**src/rtl/fifo_pkg.sv**
```systemverilog
// Shared constants and helpers for the synchronous FIFO slice.
package fifo_pkg;

  localparam int DATA_WIDTH_DEF = 8;
  localparam int DEPTH_DEF      = 16;
  localparam int AF_LEVEL_DEF   = 12;
  localparam int AE_LEVEL_DEF   = 4;

  // COUNT must be able to represent DEPTH itself, hence depth+1.
  function automatic int count_width(input int depth);
    return $clog2(depth + 1);
  endfunction

endpackage

```
**src/rtl/fifo_mem.sv**
```systemverilog
// DEPTH x DATA_WIDTH register array: one write port, one registered read port.
module fifo_mem
  import fifo_pkg::*;
#(
  parameter int DATA_WIDTH = DATA_WIDTH_DEF,
  parameter int DEPTH      = DEPTH_DEF
) (
  input  logic                     CLK,
  input  logic                     RST,
  input  logic                     we,
  input  logic [$clog2(DEPTH)-1:0] waddr,
  input  logic [DATA_WIDTH-1:0]    wdata,
  input  logic                     re,
  input  logic [$clog2(DEPTH)-1:0] raddr,
  output logic [DATA_WIDTH-1:0]    rdata
);

  logic [DATA_WIDTH-1:0] mem [DEPTH];

  // Storage carries no reset; its contents are meaningless after RST.
  always_ff @(posedge CLK) begin
    if (we) mem[waddr] <= wdata;
  end

  always_ff @(posedge CLK or posedge RST) begin
    if (RST)     rdata <= '0;
    else if (re) rdata <= mem[raddr];
  end

endmodule

```
**src/rtl/fifo_sync.sv**
```systemverilog
// Synchronous FIFO: pointers, occupancy, registered status flags and accept logic.
module fifo_sync
  import fifo_pkg::*;
#(
  parameter int DATA_WIDTH = DATA_WIDTH_DEF,
  parameter int DEPTH      = DEPTH_DEF,
  parameter int AF_LEVEL   = AF_LEVEL_DEF,
  parameter int AE_LEVEL   = AE_LEVEL_DEF
) (
  input  logic                          CLK,
  input  logic                          RST,
  input  logic                          WR_EN,
  input  logic [DATA_WIDTH-1:0]         DIN,
  input  logic                          RD_EN,
  output logic [DATA_WIDTH-1:0]         DOUT,
  output logic                          FULL,
  output logic                          EMPTY,
  output logic                          ALMOST_FULL,
  output logic                          ALMOST_EMPTY,
  output logic [count_width(DEPTH)-1:0] COUNT,
  output logic                          OVERFLOW,
  output logic                          UNDERFLOW
);

  localparam int AW = $clog2(DEPTH);
  localparam int CW = count_width(DEPTH);

  logic [AW-1:0] wr_ptr_p1, rd_ptr_p1;
  logic [CW-1:0] count_p1;
  logic          full_p1, empty_p1, afull_p1, aempty_p1;
  logic          ovf_p1, unf_p1;

  logic          wr_ok_p0, rd_ok_p0;
  logic [CW-1:0] count_nxt_p0;

  // Stage p0: accept decisions from registered status. A read needs stored
  // data (no fall-through); a write into a full FIFO rides on a same-cycle read.
  always_comb begin
    rd_ok_p0     = RD_EN && !empty_p1;
    wr_ok_p0     = WR_EN && (!full_p1 || rd_ok_p0);
    count_nxt_p0 = count_p1;
    case ({wr_ok_p0, rd_ok_p0})
      2'b10:   count_nxt_p0 = count_p1 + CW'(1);
      2'b01:   count_nxt_p0 = count_p1 - CW'(1);
      default: count_nxt_p0 = count_p1;
    endcase
  end

  // Stage p1: pointers, occupancy and flags; flags follow the next count so
  // they always agree with COUNT.
  always_ff @(posedge CLK or posedge RST) begin
    if (RST) begin
      wr_ptr_p1 <= '0;
      rd_ptr_p1 <= '0;
      count_p1  <= '0;
      full_p1   <= 1'b0;
      empty_p1  <= 1'b1;
      afull_p1  <= 1'b0;
      aempty_p1 <= 1'b1;
      ovf_p1    <= 1'b0;
      unf_p1    <= 1'b0;
    end else begin
      if (wr_ok_p0) wr_ptr_p1 <= wr_ptr_p1 + AW'(1);
      if (rd_ok_p0) rd_ptr_p1 <= rd_ptr_p1 + AW'(1);
      count_p1  <= count_nxt_p0;
      full_p1   <= (count_nxt_p0 == CW'(DEPTH));
      empty_p1  <= (count_nxt_p0 == '0);
      afull_p1  <= (count_nxt_p0 >= CW'(AF_LEVEL));
      aempty_p1 <= (count_nxt_p0 <= CW'(AE_LEVEL));
      if (WR_EN && !wr_ok_p0) ovf_p1 <= 1'b1;
      if (RD_EN && !rd_ok_p0) unf_p1 <= 1'b1;
    end
  end

  fifo_mem #(
    .DATA_WIDTH (DATA_WIDTH),
    .DEPTH      (DEPTH)
  ) u_mem (
    .CLK   (CLK),
    .RST   (RST),
    .we    (wr_ok_p0),
    .waddr (wr_ptr_p1),
    .wdata (DIN),
    .re    (rd_ok_p0),
    .raddr (rd_ptr_p1),
    .rdata (DOUT)
  );

  assign COUNT        = count_p1;
  assign FULL         = full_p1;
  assign EMPTY        = empty_p1;
  assign ALMOST_FULL  = afull_p1;
  assign ALMOST_EMPTY = aempty_p1;
  assign OVERFLOW     = ovf_p1;
  assign UNDERFLOW    = unf_p1;

endmodule
```
**config.mk**
```make
export PLATFORM = sky130hd
export DESIGN_NAME = fifo_sync
export DESIGN_NICKNAME = d
export VERILOG_FILES = /design/src/rtl/fifo_pkg.sv /design/src/rtl/fifo_mem.sv /design/src/rtl/fifo_sync.sv
export SDC_FILE = /design/constraint.sdc
export NUM_CORES = 1
export LEC_CHECK = 0
export ABC_CLOCK_PERIOD_IN_PS = 6600
export BUFFER_PORTS_ARGS = -buffer_cell sky130_fd_sc_hd__buf_2
export CORE_UTILIZATION = 60
export DETAILED_ROUTE_END_ITERATION = 12
export PLACE_DENSITY = 0.78
export SLEW_MARGIN = 15
export SYNTH_ARGS = -nofsm -noshare
export SYNTH_HDL_FRONTEND = slang
export SYNTH_SLANG_ARGS = --single-unit
```
**constraint.sdc**
```tcl
create_clock -name CLK -period 6.6 [get_ports CLK]
set_input_delay 0.66 -clock CLK [delete_from_list [all_inputs] [get_ports CLK]]
set_output_delay 0.66 -clock CLK [all_outputs]
set_load 0.02 [all_outputs]
```
# Word level (Yosys, flattened, before mapping)
# Memory sizes are Yosys's and may differ from the RTL's. A register that Yosys moved wholly into a read port is not among the register bits.
# Index checks and enable logic that the tools add are counted.
[totals]
reg_bits = 19
ramBits = 128
wordCells = 32
n_memories = 1
[memory_table]
columns = ["name", "words", "word_bits", "read_ports", "rd_clocked_by_memory_dff", "write_ports", "line_no", "text"]
rows = [
  ["u_mem.mem", 16, 8, 1, 1, 1, "fifo_mem.sv:18", "logic [DATA_WIDTH-1:0] mem [DEPTH];"],
]
[op_classes]
n_addsub = 4
n_lt_le_gt_ge = 2
n_eq_ne = 3
mux = 3
n_reduce_logical = 10
[ops]
columns = ["operator", "count"]
rows = [
  ["case mux 5 bit (2 select lines)", 1],
  ["adder 4 x 1 -> 4 bit (second input constant)", 2],
  ["adder 5 x 1 -> 5 bit (second input constant)", 1],
  ["equality test 5 bit (second input constant)", 1],
  ["greater-or-equal comparator 5 x 4 -> 1 bit (second input constant)", 1],
  ["<= comparator 5 x 3 -> 1 bit (second input constant)", 1],
  ["logical NOT 5 bit", 1],
  ["subtractor 5 x 1 -> 5 bit (second input constant)", 1],
  ["logical AND 1 bit", 4],
  ["logical NOT 1 bit", 4],
  ["equality test 2 x 1 -> 1 bit (second input constant)", 1],
  ["equality test 2 bit (second input constant)", 1],
  ["2-to-1 mux 1 bit", 2],
  ["logical OR 1 bit", 1],
]

# Longest topological paths before layout
# Gate-level depths: netlist of the first run.
[logic_depth]
depth_word = 7
depth_mapped = 13

# Cells and area by module
# A second synthesis of the first run with hierarchy kept.
[unflattened]
cells_unflattened = 333
hier_area_um2 = 6359.8
[by_module_without_submodules]
columns = ["module", "instances", "cells_per_inst", "area_per_inst_um2", "seq_area_each_um2"]
rows = [
  ["fifo_mem", 1, 241, 5335.1, 4043.9],
  ["fifo_sync", 1, 92, 1024.7, 478.0],
]

# Least setup slack after synthesis of the first run
# No wires, ideal clock.
[synth_path]
kind = "input to register"
startpoint = "input port RD_EN"
endpoint = "register full_p1, in the netlist FULL"
t_arrival_ns = 3.017
required_ns = 6.505
setup_slack_ns = 3.487
cell_stages = 13
path_buffers = 3
cell_sequence = "nand2b_1 -> clkbuf_1 -> inv_1 -> clkbuf_1 -> ha_1 -> buf_6 -> xor2_1 -> ha_1 -> o21ai_0 -> a211o_1 -> a211oi_2 -> xor2_2 -> nor4b_2"
[synth_via]
elab_chain_len = 6
[synth_lines]
columns = ["item", "line_no", "text"]
rows = [
  ["start, declared", "fifo_sync.sv:14", "input logic RD_EN,"],
  ["logical AND 1 bit (*)", "fifo_sync.sv:39", "rd_ok_p0 = RD_EN && !empty_p1;"],
  ["net rd_ok_p0", "fifo_sync.sv:33", "logic wr_ok_p0, rd_ok_p0;"],
  ["logical OR 1 bit", "fifo_sync.sv:40", "wr_ok_p0 = WR_EN && (!full_p1 || rd_ok_p0);"],
  ["logical AND 1 bit", "fifo_sync.sv:40", ""],
  ["equality test 2 x 1 -> 1 bit or equality test 2 bit (tied branches)", "fifo_sync.sv:42", "case ({wr_ok_p0, rd_ok_p0})"],
  ["case mux 5 bit (2 select lines) (*)", "fifo_sync.sv:42", ""],
  ["net count_nxt_p0[4]", "fifo_sync.sv:34", "logic [CW-1:0] count_nxt_p0;"],
  ["equality test 5 bit (*)", "fifo_sync.sv:66", "full_p1 <= (count_nxt_p0 == CW'(DEPTH));"],
  ["end signal, assigned", "fifo_sync.sv:66", ""],
  ["end, declared", "fifo_sync.sv:30", "logic full_p1, empty_p1, afull_p1, aempty_p1;"],
]
# The timed path passes the listed nets; every way through them passes the cells marked *.
# A chain may end at the register's enable or synchronous reset.

# Worst setup path after layout of the first run
[layout_path]
startpoint = "register empty_p1, in the netlist EMPTY"
endpoint = "register full_p1, in the netlist FULL"
[layout_via]
elab_chain_len = 7
[layout_lines]
columns = ["item", "line_no", "text"]
rows = [
  ["start, declared", "fifo_sync.sv:30", ""],
  ["start signal, assigned", "fifo_sync.sv:67", "empty_p1 <= (count_nxt_p0 == '0);"],
  ["logical NOT 1 bit (*)", "fifo_sync.sv:39", ""],
  ["logical AND 1 bit (*)", "fifo_sync.sv:39", ""],
  ["logical OR 1 bit", "fifo_sync.sv:40", ""],
  ["logical AND 1 bit", "fifo_sync.sv:40", ""],
  ["equality test 2 x 1 -> 1 bit or equality test 2 bit (tied branches)", "fifo_sync.sv:42", ""],
  ["case mux 5 bit (2 select lines) (*)", "fifo_sync.sv:42", ""],
  ["net count_nxt_p0[4]", "fifo_sync.sv:34", ""],
  ["equality test 5 bit (*)", "fifo_sync.sv:66", ""],
]
# Marks and branches as above.

==> flow_summary.yaml, run 1 <==
cts:
  insertion_delay_ns: 0.53
  cts_root_buffer: "clkbuf_8"
  cts.path.max_buffers: 2
  cts_tree: "done"
  cts_resized: 0
  hold_buffers: 0
  clk_pin_slew_worst_paths_ns: 0.06
  htree_num_levels: 4
  numCtsBuffers: 17
  cts_num_sinks: 155
  post_cts_buffers: 0
finish:
  drive_above_1_share: 0.270
  nets: 403
  layout_common_cells: "128 x edfxtp_1, 30 x buf_2, 24 x dfrtp_1, 22 x mux4_2, 16 x clkbuf_16"
  final_common_cell: "edfxtp_1"
  syn_to_final_growth_pct: 12.4
  antennaDiodeCount: 0
  post-route-util: 0.707
die:
  ios: 31
  die_h_um: 104
  die_w_um: 104
  core_mm2: 0.00995
  start_util: 0.629
  std_cell_rows: 36
  die_area_mm2: 0.0109
placed_design:
  routabilityCongestion: 0.792
  dp_hpwl_mm: 7.28
  port_buffers: 30
synth:
  muxShareOfSynthArea: 0.121
  synth_top_family_by_area: "multiplexers"
  yosysUniqueCellTypes: 43
  synth_warnings: 0
  synth-seq-area-share: 0.722
  yosysTopAreaCellShare: 0.614
  synth_edf_count: 128
  synth_seq_cells: 155
  synth_compound_area_frac: 0.0507
  yosys.area_share.simple: 0.0539
  async_reset_ff_frac: 0.174
  synth_xor_area_frac: 0.0180
  synth_cells: 350
  synthTopCellsByArea: "edfxtp_1 61%, dfrtp_1 10%, mux4_2 7.9%"
  synth_top_cell_by_area: "edfxtp_1"
  syn_nets: 370
  synth-adder-area-share: 0.0160
  synthesis.area_mm2: 0.00626
  synth_ff_type: "edfxtp_1"
  avgSynthCellArea_um2: 17.9
timing:
  worst_pin_slew_ns: 1.06
  rsz0062_at_grt: "false"
  min_period_over_period: 0.580
  min_period_ns: 3.83
  holdWs_ns: 0.362
  slew_headroom: 0.295
  slew_violations: 0
  hold_viol_final: 0
  fmax_ghz: 0.261
  tns_ns: 0
  skew_ns: 0.00942
  setup_viol: 0
routing:
  wl_met3_um: 685
  firstDrtPassIters: 4
  wl_per_cell_um: 22.3
  wl_met2_mm: 6.00
  finalWirelength_mm: 11.8
  wl_met1_mm: 4.96
  drt_iter0_drc: 189
  detail_route.drc_violations: 0
  vias: 3256
  vias_per_cell: 6.16
  ant_nets: 0
  maxUsedRoutingLayer: "met4"
global_route:
  antenna_found_initial: 0
  grt_start_max_net_pins: 56
  track_usage: 0.235
  gr-total-overflow: 0
  grt_pass1_vias: 3334
  grt_pass1_wl_mm: 18.2
setup_path:
  worstSetupPathType: "reg -> reg"
  cp.required_ns: 7.03
  r2r_cells: 11
  r2r_slack_ns: 2.77
  critPathCaptureType: "flop"
  cp_data_arrival_time_ns: 4.25
  worstPathMaxFanout: 11
  r2r_end: "FULL"
  rr_startpoint: "EMPTY"
  start_kind: "flop"
hold_path:
  hp-class: "in -> reg"
  hold_start: "RD_EN"
  min_to: "UNDERFLOW"
  min_path_cells: 2
power_and_ir_drop:
  p_comb_frac: 0.306
  p_per_area_mw_per_mm2: 447
  p_int_w: 0.00212
  p_clk_frac: 0.272
  total_power_w: 0.00314
  p_seq_frac: 0.422
  p_sw_w: 0.00102
  switching_share: 0.325
  leakage_nw: 2.44
  peakVddDrop_mv: 0.375
status:
  outcome: "finished clean"
job:
  cap_violations: 0
==> per-layer routing <==
layer,vias up,track usage
li1,1447,-
met1,1691,0.304
met2,104,0.375
met3,14,0.0758
met4,0,0.0878
met5,-,0
==> power groups by stage <==
| stage | clock (W) | sequential [W] | combinational [W] |
|---|---|---|---|
| after floorplan | 0 | 0.00138 | 0.000660 |
| after global placement | 0 | 0.00133 | 0.000943 |
| after detailed placement | 0 | 0.00134 | 0.000962 |
| after CTS | 0.000869 | 0.00133 | 0.000972 |
| after global routing | 0.000911 | 0.00134 | 0.00104 |
| final | 0.000857 | 0.00133 | 0.000961 |
==> cells by family (layout without fill, tap and decap cells) <==
| group | count (synthesis) | in the layout |
|---|---|---|
| DFF | 155 | 155 |
| AOI/OAI and AO/OA | 47 | 47 |
| xor gates and xnor gates | 12 | 12 |
| buffers and inverters | 26 | 72 |
| muxes | 46 | 46 |
| adders and majority gates | 8 | 8 |
| and+or+nand+nor | 56 | 56 |
==> area by class of cell <==
class                   instances  area [um^2]
inverters                       7         26.3
fillers                       630         2920
flip-flops and latches        155         4520
multi-input cells             169         1630
well taps                     133          166
repair buffers                 33          173
clock inverters                14          106
clock buffers                  18          418
==> worst max-delay path by stage <==
| stage | startpoint | endpoint | slack, ns | depth (start not counted) |
|---|---|---|---|---|
| global route | EMPTY | FULL | 2.41 | 11 |
| finish | EMPTY | FULL | 2.77 | 11 |
| global placement | RD_EN | FULL | 2.67 | 12 |
| CTS | EMPTY | FULL | 2.77 | 11 |
| detailed placement | RD_EN | FULL | 2.43 | 12 |
| floorplan | RD_EN | FULL | 3.49 | 13 |
==> synthesized netlist by cell type, types with 5 or more instances <==
cell	count
a21oi_1	7
mux2i_1	9
dfrtp_1	25
mux4_2	22
ha_1	8
a2111oi_0	5
inv_1	7
nor2b_1	10
xnor2_1	8
nor4_1	6
mux2_2	14
nand2_1	9
and2_1	12
a211oi_1	6
o21ai_0	7
clkbuf_1	11
edfxtp_1	128
o22ai_1	9
==> sequential cells by signal, indices dropped and copies added (netlist names), 4 cells and up <==
signal,cells
wr_ptr_p1,4
COUNT,5
u_mem.mem,128
rd_ptr_p1,4
u_mem.rdata,8
==> worst max-delay path: stages, from the launching register on <==
cell and delay [ns]:
dfstp_2 0.37, nand2b_1 0.30, a21boi_0 0.89, inv_1 0.25
ha_1 0.36, xor2_1 0.19, ha_1 0.24, o21ai_0 0.11
a211o_1 0.31, a211oi_2 0.22, xor2_2 0.25, nor4b_2 0.23
==> stage by stage <==
stage	std cells	instance area (um^2)	setup slack [ns]
after floorplan	350	6260	3.49
after global placement	497	6520	2.67
after detailed placement	497	6520	2.43
after CTS	529	7040	2.77
after global routing	529	7040	2.41
final	529	7040	2.77
(Power assumes the default switching activity.)
==> run 2: changes to the inputs <==
--- a/config.mk
+++ b/config.mk
@@ -5,7 +5,7 @@
 export SDC_FILE = /design/constraint.sdc
 export NUM_CORES = 1
 export LEC_CHECK = 0
-export ABC_CLOCK_PERIOD_IN_PS = 6600
+export ABC_CLOCK_PERIOD_IN_PS = 3740
 export BUFFER_PORTS_ARGS = -buffer_cell sky130_fd_sc_hd__buf_2
 export CORE_UTILIZATION = 60
 export DETAILED_ROUTE_END_ITERATION = 12
==> constraint.sdc (replaced) <==
create_clock -name CLK -period 3.74 [get_ports CLK]
set_input_delay 0.374 -clock CLK [delete_from_list [all_inputs] [get_ports CLK]]
set_output_delay 0.374 -clock CLK [all_outputs]
set_load 0.02 [all_outputs]
==> run 2 against run 1 <==
Effect of this change:
- clock skew decreased by 0.0040 ns
- fmax is 13% higher
- register-to-register slack got worse by 2.4 ns
- critical path type unchanged
- die area did not move
- worst setup slack got worse by 2.4 ns
- clock-buffer cell count down 1
- combinational power is 72% higher
- wire length increased by 1.2%
==> flow_summary.yaml, run 2 (synthesis results as in run 1) <==
status:
  outcome: "finished clean"
finish:
  fin_area_mm2: 0.00712
  antennaDiodeCount: 0
  top_register: "u_mem.mem"
  nets: 406
  syn_to_final_growth_pct: 13.7
  largest_reg_flops: 128
  final_common_cell: "edfxtp_1"
  post-route-util: 0.715
  drive_above_1_share: 0.281
  layout_common_cells: "128 x edfxtp_1, 30 x buf_2, 24 x dfrtp_1, 22 x mux4_2, 16 x clkbuf_16"
power_and_ir_drop:
  p_per_area_mw_per_mm2: 800
  leakage_nw: 2.48
  p_int_w: 0.00380
  peakVddDrop_mv: 0.543
  p_sw_w: 0.00189
  p_clk_frac: 0.286
  switching_share: 0.332
  p_seq_frac: 0.424
  p_comb_frac: 0.290
global_route:
  track_usage: 0.239
  grt_start_max_net_pins: 56
  grt_pass1_wl_mm: 18.5
  grt_pass1_vias: 3283
  antenna_found_initial: 0
  gr-total-overflow: 0
setup_path:
  worstSetupPathType: "reg -> reg"
  r2r_slack_ns: 0.37
  cp.required_ns: 4.17
  crit_start: "EMPTY"
  start_kind: "flop"
  cp_num_buf_inv: 2
  cp_data_arrival_time_ns: 3.80
  crit_path_cell_trace: "nand2b_1, a21boi_0, buf_4, inv_1, ha_1, xor2_1, ha_1, o21ai_0, a211o_1, a211oi_2, xor2_2, nor4b_2"
  critPathCaptureType: "flop"
  max_stage_delay_ns: 0.53
  crit_top_cell: "ha_1"
  worstPathMaxFanout: 11
  slowest_stage: "dfstp_2"
  crit_family: "compound AO/OA/AOI/OAI gates"
  rr_startpoint: "EMPTY"
cts:
  cts.path.max_buffers: 2
  cts_resized: 0
  insertion_delay_ns: 0.52
  cts_tree: "done"
  numCtsBuffers: 17
  htree_num_levels: 4
  cts_num_sinks: 155
  cts_root_buffer: "clkbuf_8"
  post_cts_buffers: 0
  hold_buffers: 0
  clk_pin_slew_worst_paths_ns: 0.06
placed_design:
  routabilityCongestion: 0.777
  dp_hpwl_mm: 7.65
  placed_area_mm2: 0.00654
  port_buffers: 30
timing:
  min_period_ns: 3.37
  skew_ns: 0.00539
  tns_ns: 0
  rsz0062_at_grt: "false"
  hold_viol_final: 0
  setup_viol: 0
  min_period_over_period: 0.902
  slew_headroom: 0.352
  fmax_ghz: 0.297
  worst_pin_slew_ns: 0.965
  slew_violations: 0
die:
  start_util: 0.629
  die_w_um: 104
  core_mm2: 0.00995
  std_cell_rows: 36
  die_area_mm2: 0.0109
  ios: 31
  die_h_um: 104
routing:
  wl_per_cell_um: 22.5
  finalWirelength_mm: 11.9
  ant_nets: 0
  firstDrtPassIters: 4
  vias: 3268
  drt_iter0_drc: 233
  detail_route.drc_violations: 0
  vias_per_cell: 6.14
hold_path:
  hold_start: "RD_EN"
  hp-class: "in -> reg"
job:
  cap_violations: 0
## run 2: layout make-up
cell class / instances / area (um^2)
Timing Repair Buffer: 36 / 210
Clock buffer: 17 / 414
Multi-Input combinational cell: 169 / 1630
Inverter: 7 / 26.3
Sequential cell: 155 / 4520
Tap cell: 133 / 166
Clock inverter: 15 / 154
Fill cell: 626 / 2830
## run 2: worst paths after layout
path                             endpoint  cells after the start
min                             UNDERFLOW                      2
max reg2reg                          FULL                     12
max                                  FULL                     12
min in group asynchronous  u_mem.rdata[5]                      3
max in group asynchronous    rd_ptr_p1[0]                      3
min reg2reg                     UNDERFLOW                      1
## run 2: per-stage QoR
step	worst slack, ns	power, W	hold slack, ns	instances
detailed placement	0.439	0.00410	0.444	499
CTS	0.378	0.00572	0.0522	531
global placement	0.615	0.00403	0.434	499
finish	0.368	0.00569	0.0761	532
global route	0.0872	0.00594	0.0605	532
floorplan	0.648	0.00360	0.425	350
## run 2: per-layer routing
metal	wire (um)	GRT usage	vias up
met5	0	0	-
met2	6040	0.376	121
met1	5060	0.337	1671
li1	-	-	1462
met4	162	0.0684	0
met3	693	0.0608	14
## run 2: power by group through the flow
stage	sequential (W)	combinational (W)	clock, W
floorplan	0.00244	0.00116	0
global placement	0.00242	0.00161	0
detailed placement	0.00244	0.00166	0
CTS	0.00241	0.00166	0.00165
global route	0.00244	0.00179	0.00171
finish	0.00241	0.00165	0.00163
